## config.mk

```make
export PLATFORM = sky130hd
export DESIGN_NAME = card_dealer
export DESIGN_NICKNAME = d
export VERILOG_FILES = /design/src/rtl/card_dealer.sv
export SDC_FILE = /design/constraint.sdc
export NUM_CORES = 1
export LEC_CHECK = 0
export CAP_MARGIN = 0
export CORE_ASPECT_RATIO = 1.25
export CORE_MARGIN = 2
export CORE_UTILIZATION = 55
export CTS_BUF_LIST = sky130_fd_sc_hd__clkbuf_8 sky130_fd_sc_hd__clkbuf_16
export DETAILED_ROUTE_END_ITERATION = 7
export HOLD_SLACK_MARGIN = 0.15
export PLACE_DENSITY_LB_ADDON = 0.2
export SYNTH_ARGS = -nofsm -noshare
export SYNTH_HDL_FRONTEND = slang
export SYNTH_SLANG_ARGS = --single-unit
```

## constraint.sdc

```tcl
create_clock -name clk_50M -period 4 [get_ports clk_50M]
set_input_delay 0.8 -clock clk_50M [delete_from_list [all_inputs] [get_ports clk_50M]]
set_output_delay 0.8 -clock clk_50M [all_outputs]
set_load 0.01 [all_outputs]
```

## src/rtl/card_dealer.sv

```systemverilog
// Deals non-repeating cards from a 52-card deck using an LFSR seeded
// from the free-running counter, with a dealt-card mask kept until a shuffle.
module card_dealer #(
  parameter int          SEED_WIDTH = 12,
  parameter logic [15:0] LFSR_INIT  = 16'hACE1
) (
  input  logic                  clk_50M,
  input  logic                  i_Reset,
  input  logic [SEED_WIDTH-1:0] i_Seed,
  input  logic                  i_Load_Seed,
  input  logic                  i_Req,
  input  logic                  i_Shuffle,
  output logic [3:0]            o_Card,
  output logic [1:0]            o_Suit,
  output logic [3:0]            o_Value,
  output logic                  o_Valid,
  output logic                  o_Busy,
  output logic                  o_Empty,
  output logic [5:0]            o_Dealt
);

  typedef enum logic {
    IDLE,
    SCAN
  } state_t;

  state_t      state_q;
  logic [15:0] lfsr_q;
  logic [15:0] lfsr_d;
  logic [51:0] mask_q;
  logic [5:0]  idx_q;
  logic [5:0]  start_d;
  logic [3:0]  card_q;
  logic [1:0]  suit_q;
  logic [3:0]  value_q;
  logic        valid_q;
  logic        busy_q;
  logic        empty_q;
  logic [5:0]  dealt_q;
  logic [3:0]  rank_d;
  logic [1:0]  suit_d;
  logic [11:0] seed_ext;

  assign seed_ext = 12'(i_Seed);

  always_comb begin
    lfsr_d = {lfsr_q[14:0],
              lfsr_q[15] ^ lfsr_q[13] ^ lfsr_q[12] ^ lfsr_q[10]};
    if (i_Load_Seed)
      lfsr_d = {4'hA, seed_ext};
  end

  // Fold the 64 possible LFSR values onto the 52 card slots
  always_comb begin
    start_d = lfsr_q[5:0];
    if (lfsr_q[5:0] >= 6'd52)
      start_d = lfsr_q[5:0] - 6'd52;
  end

  always_comb begin
    suit_d = 2'd0;
    rank_d = 4'(idx_q + 6'd1);
    if (idx_q >= 6'd39) begin
      suit_d = 2'd3;
      rank_d = 4'(idx_q - 6'd38);
    end else if (idx_q >= 6'd26) begin
      suit_d = 2'd2;
      rank_d = 4'(idx_q - 6'd25);
    end else if (idx_q >= 6'd13) begin
      suit_d = 2'd1;
      rank_d = 4'(idx_q - 6'd12);
    end
  end

  always_ff @(posedge clk_50M or posedge i_Reset) begin
    if (i_Reset) begin
      state_q <= IDLE;
      lfsr_q  <= LFSR_INIT;
      mask_q  <= '0;
      idx_q   <= '0;
      card_q  <= '0;
      suit_q  <= '0;
      value_q <= '0;
      valid_q <= 1'b0;
      busy_q  <= 1'b0;
      empty_q <= 1'b0;
      dealt_q <= '0;
    end else begin
      lfsr_q  <= lfsr_d;
      valid_q <= 1'b0;
      unique case (state_q)
        IDLE: begin
          busy_q <= 1'b0;
          if (i_Shuffle) begin
            mask_q  <= '0;
            dealt_q <= '0;
            empty_q <= 1'b0;
          end else if (i_Req && !empty_q && !busy_q) begin
            idx_q   <= start_d;
            busy_q  <= 1'b1;
            state_q <= SCAN;
          end
        end
        SCAN: begin
          if (i_Shuffle) begin
            mask_q  <= '0;
            dealt_q <= '0;
            empty_q <= 1'b0;
            busy_q  <= 1'b0;
            state_q <= IDLE;
          end else if (mask_q[idx_q]) begin
            idx_q <= (idx_q == 6'd51) ? 6'd0 : idx_q + 6'd1;
          end else begin
            // busy stays high through the strobe cycle
            mask_q[idx_q] <= 1'b1;
            card_q  <= rank_d;
            suit_q  <= suit_d;
            value_q <= (rank_d > 4'd10) ? 4'd10 : rank_d;
            dealt_q <= dealt_q + 6'd1;
            empty_q <= (dealt_q == 6'd51);
            valid_q <= 1'b1;
            state_q <= IDLE;
          end
        end
        default: state_q <= IDLE;
      endcase
    end
  end

  assign o_Card  = card_q;
  assign o_Suit  = suit_q;
  assign o_Value = value_q;
  assign o_Valid = valid_q;
  assign o_Busy  = busy_q;
  assign o_Empty = empty_q;
  assign o_Dealt = dealt_q;

endmodule

```

Word-level counts from Yosys, hierarchy flattened. Index checks and enable logic that the tools add are counted. Widths: inputs -> output; s select.

Input port bits: 17. Register bits: 94.

Order comparisons: 7. Mux-type cells: 40. Bitwise gates (word level): 7. Eq/ne operators: 9. Reduce and logical (&&, ||, !) cells: 8. Add/sub/neg operators: 6.

Operator list (number): $mux 52 (3); $pmux 52 s2 (1); $mux 6 (9); $or 52x52->52 (1); $pmux 6 s2 (2); $mux 16 (1); $mux 4 (4); $mux 1 (13); $add 6x1->6 const B (2); $eq 6x6->1 const B (2); $ge 6x6->1 const B (2); $ne 2x2->1 const B (5); $sub 4x4->4 const B (2); $lt 6x7->1 const B (1); $bmux 1 s6 (1); $demux 1 s6 (1); $ge 6x1->1 const B (1); $ge 6x4->1 const B (1); $ge 6x5->1 const B (1); $pmux 1 s2 (3); $sub 6x6->6 const B (1); $gt 4x4->1 const B (1); $mux 2 (2); $reduce_and 4->1 (1); other kinds (9) (16).

Longest topological paths before layout. Gate-level depths: netlist of run 1.

Depth after elaboration: 8. Mapped depth: 11.

Worst setup path after synthesis of run 1. OpenSTA, ideal clock, no wires.

Path kind: register -> register. Start: register idx_q[1]. End: register suit_q[0], in the netlist o_Suit[0]. Clock period less this slack: 2773 ps. Buffers on the path: 1. Stages on the path, launching flop included: 9. Data arrival time: 2648 ps. Setup slack: 1227 ps. Library setup time: 125 ps. Cells stage by stage: dfrtp_1 > mux4_2 > a32oi_1 > o21ai_1 > or4_1 > buf_2 > nand2b_1 > inv_1 > mux2_2.

Longest elaborated chain between the ends: 4.

Ends and longest elaborated chain: start: declaration (line 31) `logic [5:0] idx_q;`; start signal: assignment (line 99) `idx_q <= start_d;`; start signal: assignment (line 112) `idx_q <= (idx_q == 6'd51) ? 6'd0 : idx_q + 6'd1;`; $bmux 1 s6 or $ge 6x4->1 (tied branches) (line 111, 69); $mux 1, on equally long branches (line 111, 69); $not 1->1 (no source line) or $mux 2 (tied branches); $reduce_and 3->1 (no source line) or $mux 2 (tied branches); end signal: assignment (line 117) `suit_q <= suit_d;`; end: declaration (line 34) `logic [1:0] suit_q;`.

Several ways; a longest one is shown, not always the timed one. The select of a mux whose other input is x is not followed. A chain may end at the register's enable or synchronous reset.

Worst setup path in the final report of run 1.
Start: register idx_q[0]. End: register mask_q[1].

Longest elaborated chain between the ends: 8.

Ends and longest elaborated chain: $lt 6x7->1 (not written as such) or $ge 6x1->1 (tied branches) (line 115) `mask_q[idx_q] <= 1'b1;`; $logic_and 1x1->1 (not written as such) (line 115); $mux 1 (not written as such) (line 115); $demux 1 s6 (line 115); $or 52x52->52 (no source line); $mux 52 (line 111) `end else if (mask_q[idx_q]) begin`; $mux 52 (line 105) `if (i_Shuffle) begin`; $pmux 52 s2 (line 91) `unique case (state_q)`; end signal: assignment (line 95) `mask_q <= '0;`; end signal: assignment (line 106) `mask_q <= '0;`; end signal: indexed assignment (line 115); end: declaration (line 30) `logic [51:0] mask_q;`.

Several ways; a longest one is shown, not always the timed one. The select of a mux whose other input is x is not followed.

==> run metrics, run 1 <==
outcome=finished, final reports clean; Pint=1.72 mW; Post-Syn Area=0.00472 mm^2; Setup crit end kind=register; Worst slew margin=37.2%; CTS root buffer=clkbuf_8; DR vias/cell=6.35; register area share after synthesis=50.1%; Synth warnings=0; # resized after CTS=0; Layout area overhead=12.5%; total gr overflow=0; # IOs=36; clock group share of total power=22.3%; Switch Pwr=0.949 mW; die extent in x=86.8 um; antenna violations before repair=0; fillcell total=631; Tmin final=3.27 ns; sw frac=35.6%; vias in the first global route=3357; Clock Tree Buf Depth=2; pin count of the biggest net entering global routing=58; pwr/cell area=503 mW/mm^2; Synth area leaders=dfrtp_1 (46%), o2bb2ai_1 (7.1%), mux4_2 (5.3%); # port buffers=35; Synth Area per Inst=11.6 um^2; Total GRT Usage=24.4%; # Post-CTS Setup Buffers=0; sequential cell area=0.00236 mm^2; Worst VDD drop=0.236 mV; DR WL/cell=19.8 um; Core Rows=37; combinational power share=33.2%; DRC Markers=0; Starting Density=56.9%; Critical Path Max Stage Delay=0.68 ns; core area=0.00829 mm^2; first-pass GRT wire length=17400 um; most frequent CP cell=buf_4; Critical R2R Launch=idx_q[0]$_DFFE_PP0P_; htree depth=3; area of the die=0.00934 mm^2; Crit Reg-Reg Endpoint=mask_q[1]$_DFFE_PP0P_; hold_ws=0.448 ns; Num CTS Buffers=9; final period utilization=81.8%; clk slew on worst S/H paths=0.09 ns; EDFF count, synth=0; CTS tree=yes; cell count after synthesis=405; Final #Nets=464; final hold violations=0; CP Launch Type=register; CP required=4.28 ns; FFs w/ async S/R, synth=100%; vias post-DR=3391; launch point of the worst path=idx_q[0]$_DFFE_PP0P_; crit path to=mask_q[1]$_DFFE_PP0P_; DR iter-0 viols=212; Crit Path Max Fanout=26; final WL=10600 um; achievable frequency=306 MHz; top cell type's share of synthesized area=45.6%; DP HPWL=7230 um; Leak=2.25 nW; share of layout cells above drive strength 1=16.5%; Hold Path Depth=1; RSZ-0062 raised after global routing=no; reg-to-reg setup timing slack=0.73 ns; Setup CP Type=register to register; drt first pass iters=5; Seq pwr share=44.5%; max cap viols=0; Final setup viols=0; Main synth FF type=dfrtp_1; Setup Total Neg Slack=0 ns; Slew Viols, Final=0; slowest stage cell, crit path=dfrtp_1; Max Clock Skew=0.00659 ns; cell taking the most area after synthesis=dfrtp_1; CTS sink count=94; Worst R2R Path Depth=8; Min-Delay Path Class=register to register; post-synthesis register bit count=94; WP data arrival=3.55 ns; syn nets=437; cells along the critical path=buf_4, mux4_2, a32oi_1, o21ai_1, or4_1, buf_4, or3_1, o22ai_1; die height=108 um; ant diodes=0; Clock Latency Late Sink=0.38 ns; hold_buf cts=0; footprint of the multi-input gates=0.00212 mm^2; worst slew pin tran=0.941 ns; post-route ant nets=0; Unique masters post-synth=54; GPL Wtd Cong=0.937
-- logic make-up (layout without fill, tap and decap cells) --
kind of cell,after synthesis,after routing,share of synthesized area (%)
XOR/XNOR,6,6,1.11
multiplexers,37,37,11.9
flip-flops,94,94,50.1
AO/OA/AOI/OAI,117,117,19.0
buffers and inverters,55,87,5.04
AND/OR/NAND/NOR,81,81,8.89
adder cells (fa/ha/maj),15,15,3.98
-- Yosys cell counts, types with 4 or more instances --
cell and count:
nor2b_1 7, nor3_1 4, a211oi_1 4, nor2_1 12, o2bb2ai_1 38, or2_2 6
mux2i_1 9, nand2_1 21, o31ai_1 4, mux4_2 11, dfrtp_1 86, o22ai_1 12
or3_1 7, dfstp_2 8, a21o_1 6, o21ai_0 13, nand3_1 10, inv_1 24
clkbuf_1 22, xnor2_1 6, ha_1 15, mux2_2 15, a21oi_1 12
-- cell type report --
type / count / area share [%]
Multi-Input combinational cell: 256 / 39.9
Clock buffer: 11 / 2.85
Inverter: 27 / 1.93
Clock inverter: 5 / 0.637
Tap cell: 97 / 2.29
Sequential cell: 94 / 44.5
Timing Repair Buffer: 44 / 7.88
-- how the worst min path moves through the flow --
stage / from / end / slack [ns]
6_report: lfsr_q[14]$_DFF_PP0_ / lfsr_q[15]$_DFF_PP1_ / 0.45
2_1_floorplan: lfsr_q[14]$_DFF_PP0_ / lfsr_q[15]$_DFF_PP1_ / 0.41
3_5_place_dp: lfsr_q[14]$_DFF_PP0_ / lfsr_q[15]$_DFF_PP1_ / 0.43
3_3_place_gp: lfsr_q[14]$_DFF_PP0_ / lfsr_q[15]$_DFF_PP1_ / 0.42
4_1_cts: lfsr_q[14]$_DFF_PP0_ / lfsr_q[15]$_DFF_PP1_ / 0.46
5_1_grt: lfsr_q[14]$_DFF_PP0_ / lfsr_q[15]$_DFF_PP1_ / 0.47
-- power by group through the flow --
stage / Combinational [mW] / Clock (mW) / Sequential (mW)
detailed placement: 0.872 / 0 / 1.20
global route: 0.969 / 0.642 / 1.20
global placement: 0.867 / 0 / 1.20
finish: 0.887 / 0.594 / 1.19
floorplan: 0.634 / 0 / 1.16
CTS: 0.876 / 0.608 / 1.19
-- per-stage QoR --
| stage | cell area [um^2] | cells | total power, mW | setup slack, ns | util, % |
|---|---|---|---|---|---|
| after floorplan | 4720 | 405 | 1.79 | 0.765 | - |
| after global placement | 5120 | 518 | 2.07 | 0.823 | 61.8 |
| after detailed placement | 5120 | 518 | 2.08 | 0.754 | 61.8 |
| after CTS | 5310 | 534 | 2.67 | 0.730 | 64.0 |
| after global routing | 5310 | 534 | 2.82 | 0.505 | 64.0 |
| final | 5310 | 534 | 2.67 | 0.728 | 64.0 |
-- cell usage in the layout (no fill, tap or decap), types with 10 or more instances in the layout --
cell type	n
clkdlybuf4s50_1	35
nor2_1	12
inv_1	24
mux4_2	11
o22ai_1	12
mux2_2	15
o2bb2ai_1	38
ha_1	15
clkbuf_8	11
a21oi_1	12
dfrtp_1	86
nand3_1	10
o21ai_0	13
nand2_1	21
-- metal layers --
layer  global-route usage [%]  up-vias  share of wire (%)
met4                     12.8        0                3.1
met5                        0        -                  0
li1                         -     1573                  -
met3                     3.68       36                4.1
met2                     38.5      104                 49
met1                     32.5     1678                 43
-- worst max-delay path: cells and delay by family (launching register included) --
| family | cells | cell delay (ns) |
|---|---|---|
| DFF | 1 | 0.68 |
| and+or+nand+nor | 2 | 1.01 |
| muxes | 1 | 0.51 |
| AOI/OAI and AO/OA | 3 | 0.44 |
| buffers and inverters | 2 | 0.53 |
-- flip-flops by register name, summed over array words and instances, names as in the netlist --
signal,cells
mask_q,52
lfsr_q,16
idx_q,6
o_Dealt,6
o_Card,4
o_Value,4
o_Suit,2
o_Busy,1
o_Empty,1
o_Valid,1
state_q,1
Power figures use the tool's default switching activity.
==> inputs of run 2 (changes only) <==
==> constraint.sdc (replaced) <==
create_clock -name clk_50M -period 3.05 [get_ports clk_50M]
set_input_delay 0.61 -clock clk_50M [delete_from_list [all_inputs] [get_ports clk_50M]]
set_output_delay 0.61 -clock clk_50M [all_outputs]
set_load 0.01 [all_outputs]
==> run 2 against run 1 <==
Sequential cell count did not move. Clock skew rose by 0.0059 ns. Global-route usage up 0.066 points. Wire length grew 0.44%. Via count grew 1.3%. Non-clock buffer count up 10. Sequential share of layout area shrank 0.90 points. Power is 35% higher. Combinational power is 41% higher. Setup slack worse by 0.59 ns. Clock-buffer cell count shrank 1. Highest routed layer unchanged.
==> run metrics, run 2 (same netlist as run 1, synthesis figures left out) <==
Crit Path Max Fanout=18; fillcell total=634; achievable frequency=343 MHz; CTS root buffer=clkbuf_8; CP required=3.34 ns; Min-Delay Path Class=register to register; WP data arrival=3.21 ns; core area=0.00829 mm^2; Worst VDD drop=0.340 mV; CTS sink count=94; Max Clock Skew=0.0125 ns; CP Launch Type=register; Clock Latency Late Sink=0.36 ns; Total GRT Usage=24.5%; max reg flops=52; Slew Viols, Final=0; hold_ws=0.452 ns; Core Rows=37; Setup WS pre-CTS=0.0609 ns; Num CTS Buffers=9; die height=108 um; first-pass GRT wire length=17700 um; share of layout cells above drive strength 1=19.0%; CTS tree=yes; Final #Nets=474; Leak=2.30 nW; Tmin final=2.91 ns; most frequent cells in the layout=dfrtp_1 (85), o2bb2ai_1 (38), clkdlybuf4s50_1 (35), inv_1 (24), nand2_1 (21); GPL Wtd Cong=0.915; RSZ-0062 raised after global routing=no; final WL=10600 um; htree depth=3; # port buffers=35; DR iter-0 viols=213; Setup Total Neg Slack=0 ns; DRC Markers=0; Biggest register=mask_q; die extent in x=86.8 um; Layout area overhead=14.9%; Setup CP Type=register to register; max cap viols=0; biggest regs=mask_q: 52 flops, lfsr_q: 16 flops; clk slew on worst S/H paths=0.09 ns; Clock Tree Buf Depth=2; # IOs=36; DR WL/cell=19.6 um; DR vias/cell=6.31; outcome=finished, final reports clean; vias in the first global route=3430; Worst slew margin=56.0%; final hold violations=0; worst slew pin tran=0.644 ns; total gr overflow=0; Starting Density=56.9%; vias post-DR=3434; area of the die=0.00934 mm^2; pwr/cell area=664 mW/mm^2; final period utilization=95.6%; pin count of the biggest net entering global routing=45; DP HPWL=7350 um; ant diodes=0; hold_buf cts=0; Final setup viols=0; post-route ant nets=0; Setup crit end kind=register; antenna violations before repair=0; drt first pass iters=5; commonest non-fill, non-tap cell in the layout=dfrtp_1; Final WS setup=0.136 ns
## run 2: cell types whose count changed in the layout (fill, tap and decap cells not counted), sizes merged
cell      delta
buf         +10
bufinv       +1
clkbuf       -1
clkinv       -1
clkinvlp     +1
## run 2: power by group
group | total (mW) | internal (mW) | leakage, nW | switching [mW]
registers | 1.52 | 1.38 | 1.24 | 0.134
logic | 1.25 | 0.575 | 0.966 | 0.671
clock network | 0.837 | 0.400 | 0.100 | 0.437
## run 2: repair_timing
| action | CTS | global route |
|---|---|---|
| setup endpoints to repair | 0 | 17 |
| setup buffers | 0 | 0 |
| gates resized for setup | 0 | 3 |
## run 2: through the flow
step	instance area, um^2	std cells	util [%]	power, mW
floorplan	4720	405	-	2.35
global placement	5210	528	62.8	2.74
detailed placement	5210	528	62.8	2.76
CTS	5410	544	65.3	3.60
global route	5420	544	65.4	3.79
finish	5420	544	65.4	3.60
## run 2: cell type report
type / instances / area [um^2] / share of cell area, %
Sequential cell: 94 / 2360 / 43.6
Tap cell: 97 / 121 / 2.24
Clock buffer: 10 / 138 / 2.54
Timing Repair Buffer: 54 / 505 / 9.33
Multi-Input combinational cell: 256 / 2120 / 39.2
Clock inverter: 6 / 62.6 / 1.15
Inverter: 27 / 103 / 1.89
## run 2: path summary, 6_finish.rpt
check / startpoint / cells after the start / end / slack [ns]
setup reg to reg: idx_q[0]$_DFFE_PP0P_ / 8 / o_Dealt[5]$_DFFE_PP0P_ / 0.14
max in group asynchronous: i_Reset / 3 / lfsr_q[5]$_DFF_PP1_ / 1.71
min in group asynchronous: i_Reset / 2 / mask_q[36]$_DFFE_PP0P_ / 0.63
hold reg to reg: lfsr_q[14]$_DFF_PP0_ / 1 / lfsr_q[15]$_DFF_PP1_ / 0.45
setup / recovery: idx_q[0]$_DFFE_PP0P_ / 8 / o_Dealt[5]$_DFFE_PP0P_ / 0.14
hold / removal: lfsr_q[14]$_DFF_PP0_ / 1 / lfsr_q[15]$_DFF_PP1_ / 0.45
## run 2: layer usage
metal	part of all wire, %	vias to the layer above	GRT usage, %
met2	49	94	38.5
met3	4.0	22	4.52
met4	2.8	0	9.49
met5	0	-	0
li1	-	1573	-
met1	45	1745	33.7
## run 2: critical path: stages, from the launching register on
cell,delay (ns)
dfrtp_1,0.42
buf_4,0.21
mux4_1,0.58
mux2i_1,0.18
o22ai_1,0.09
or4_4,0.47
buf_4,0.22
or4_1,0.51
a21oi_1,0.15
==> inputs of run 3 (changes only) <==
--- a/config.mk
+++ b/config.mk
@@ -11,6 +11,7 @@
 export CORE_UTILIZATION = 55
 export CTS_BUF_LIST = sky130_fd_sc_hd__clkbuf_8 sky130_fd_sc_hd__clkbuf_16
 export DETAILED_ROUTE_END_ITERATION = 7
+export GPL_TIMING_DRIVEN = 1
 export HOLD_SLACK_MARGIN = 0.15
 export PLACE_DENSITY_LB_ADDON = 0.2
 export SYNTH_ARGS = -nofsm -noshare
==> results of run 3 <==
No change in the layout: final DEF, timing and power equal those of run 2.
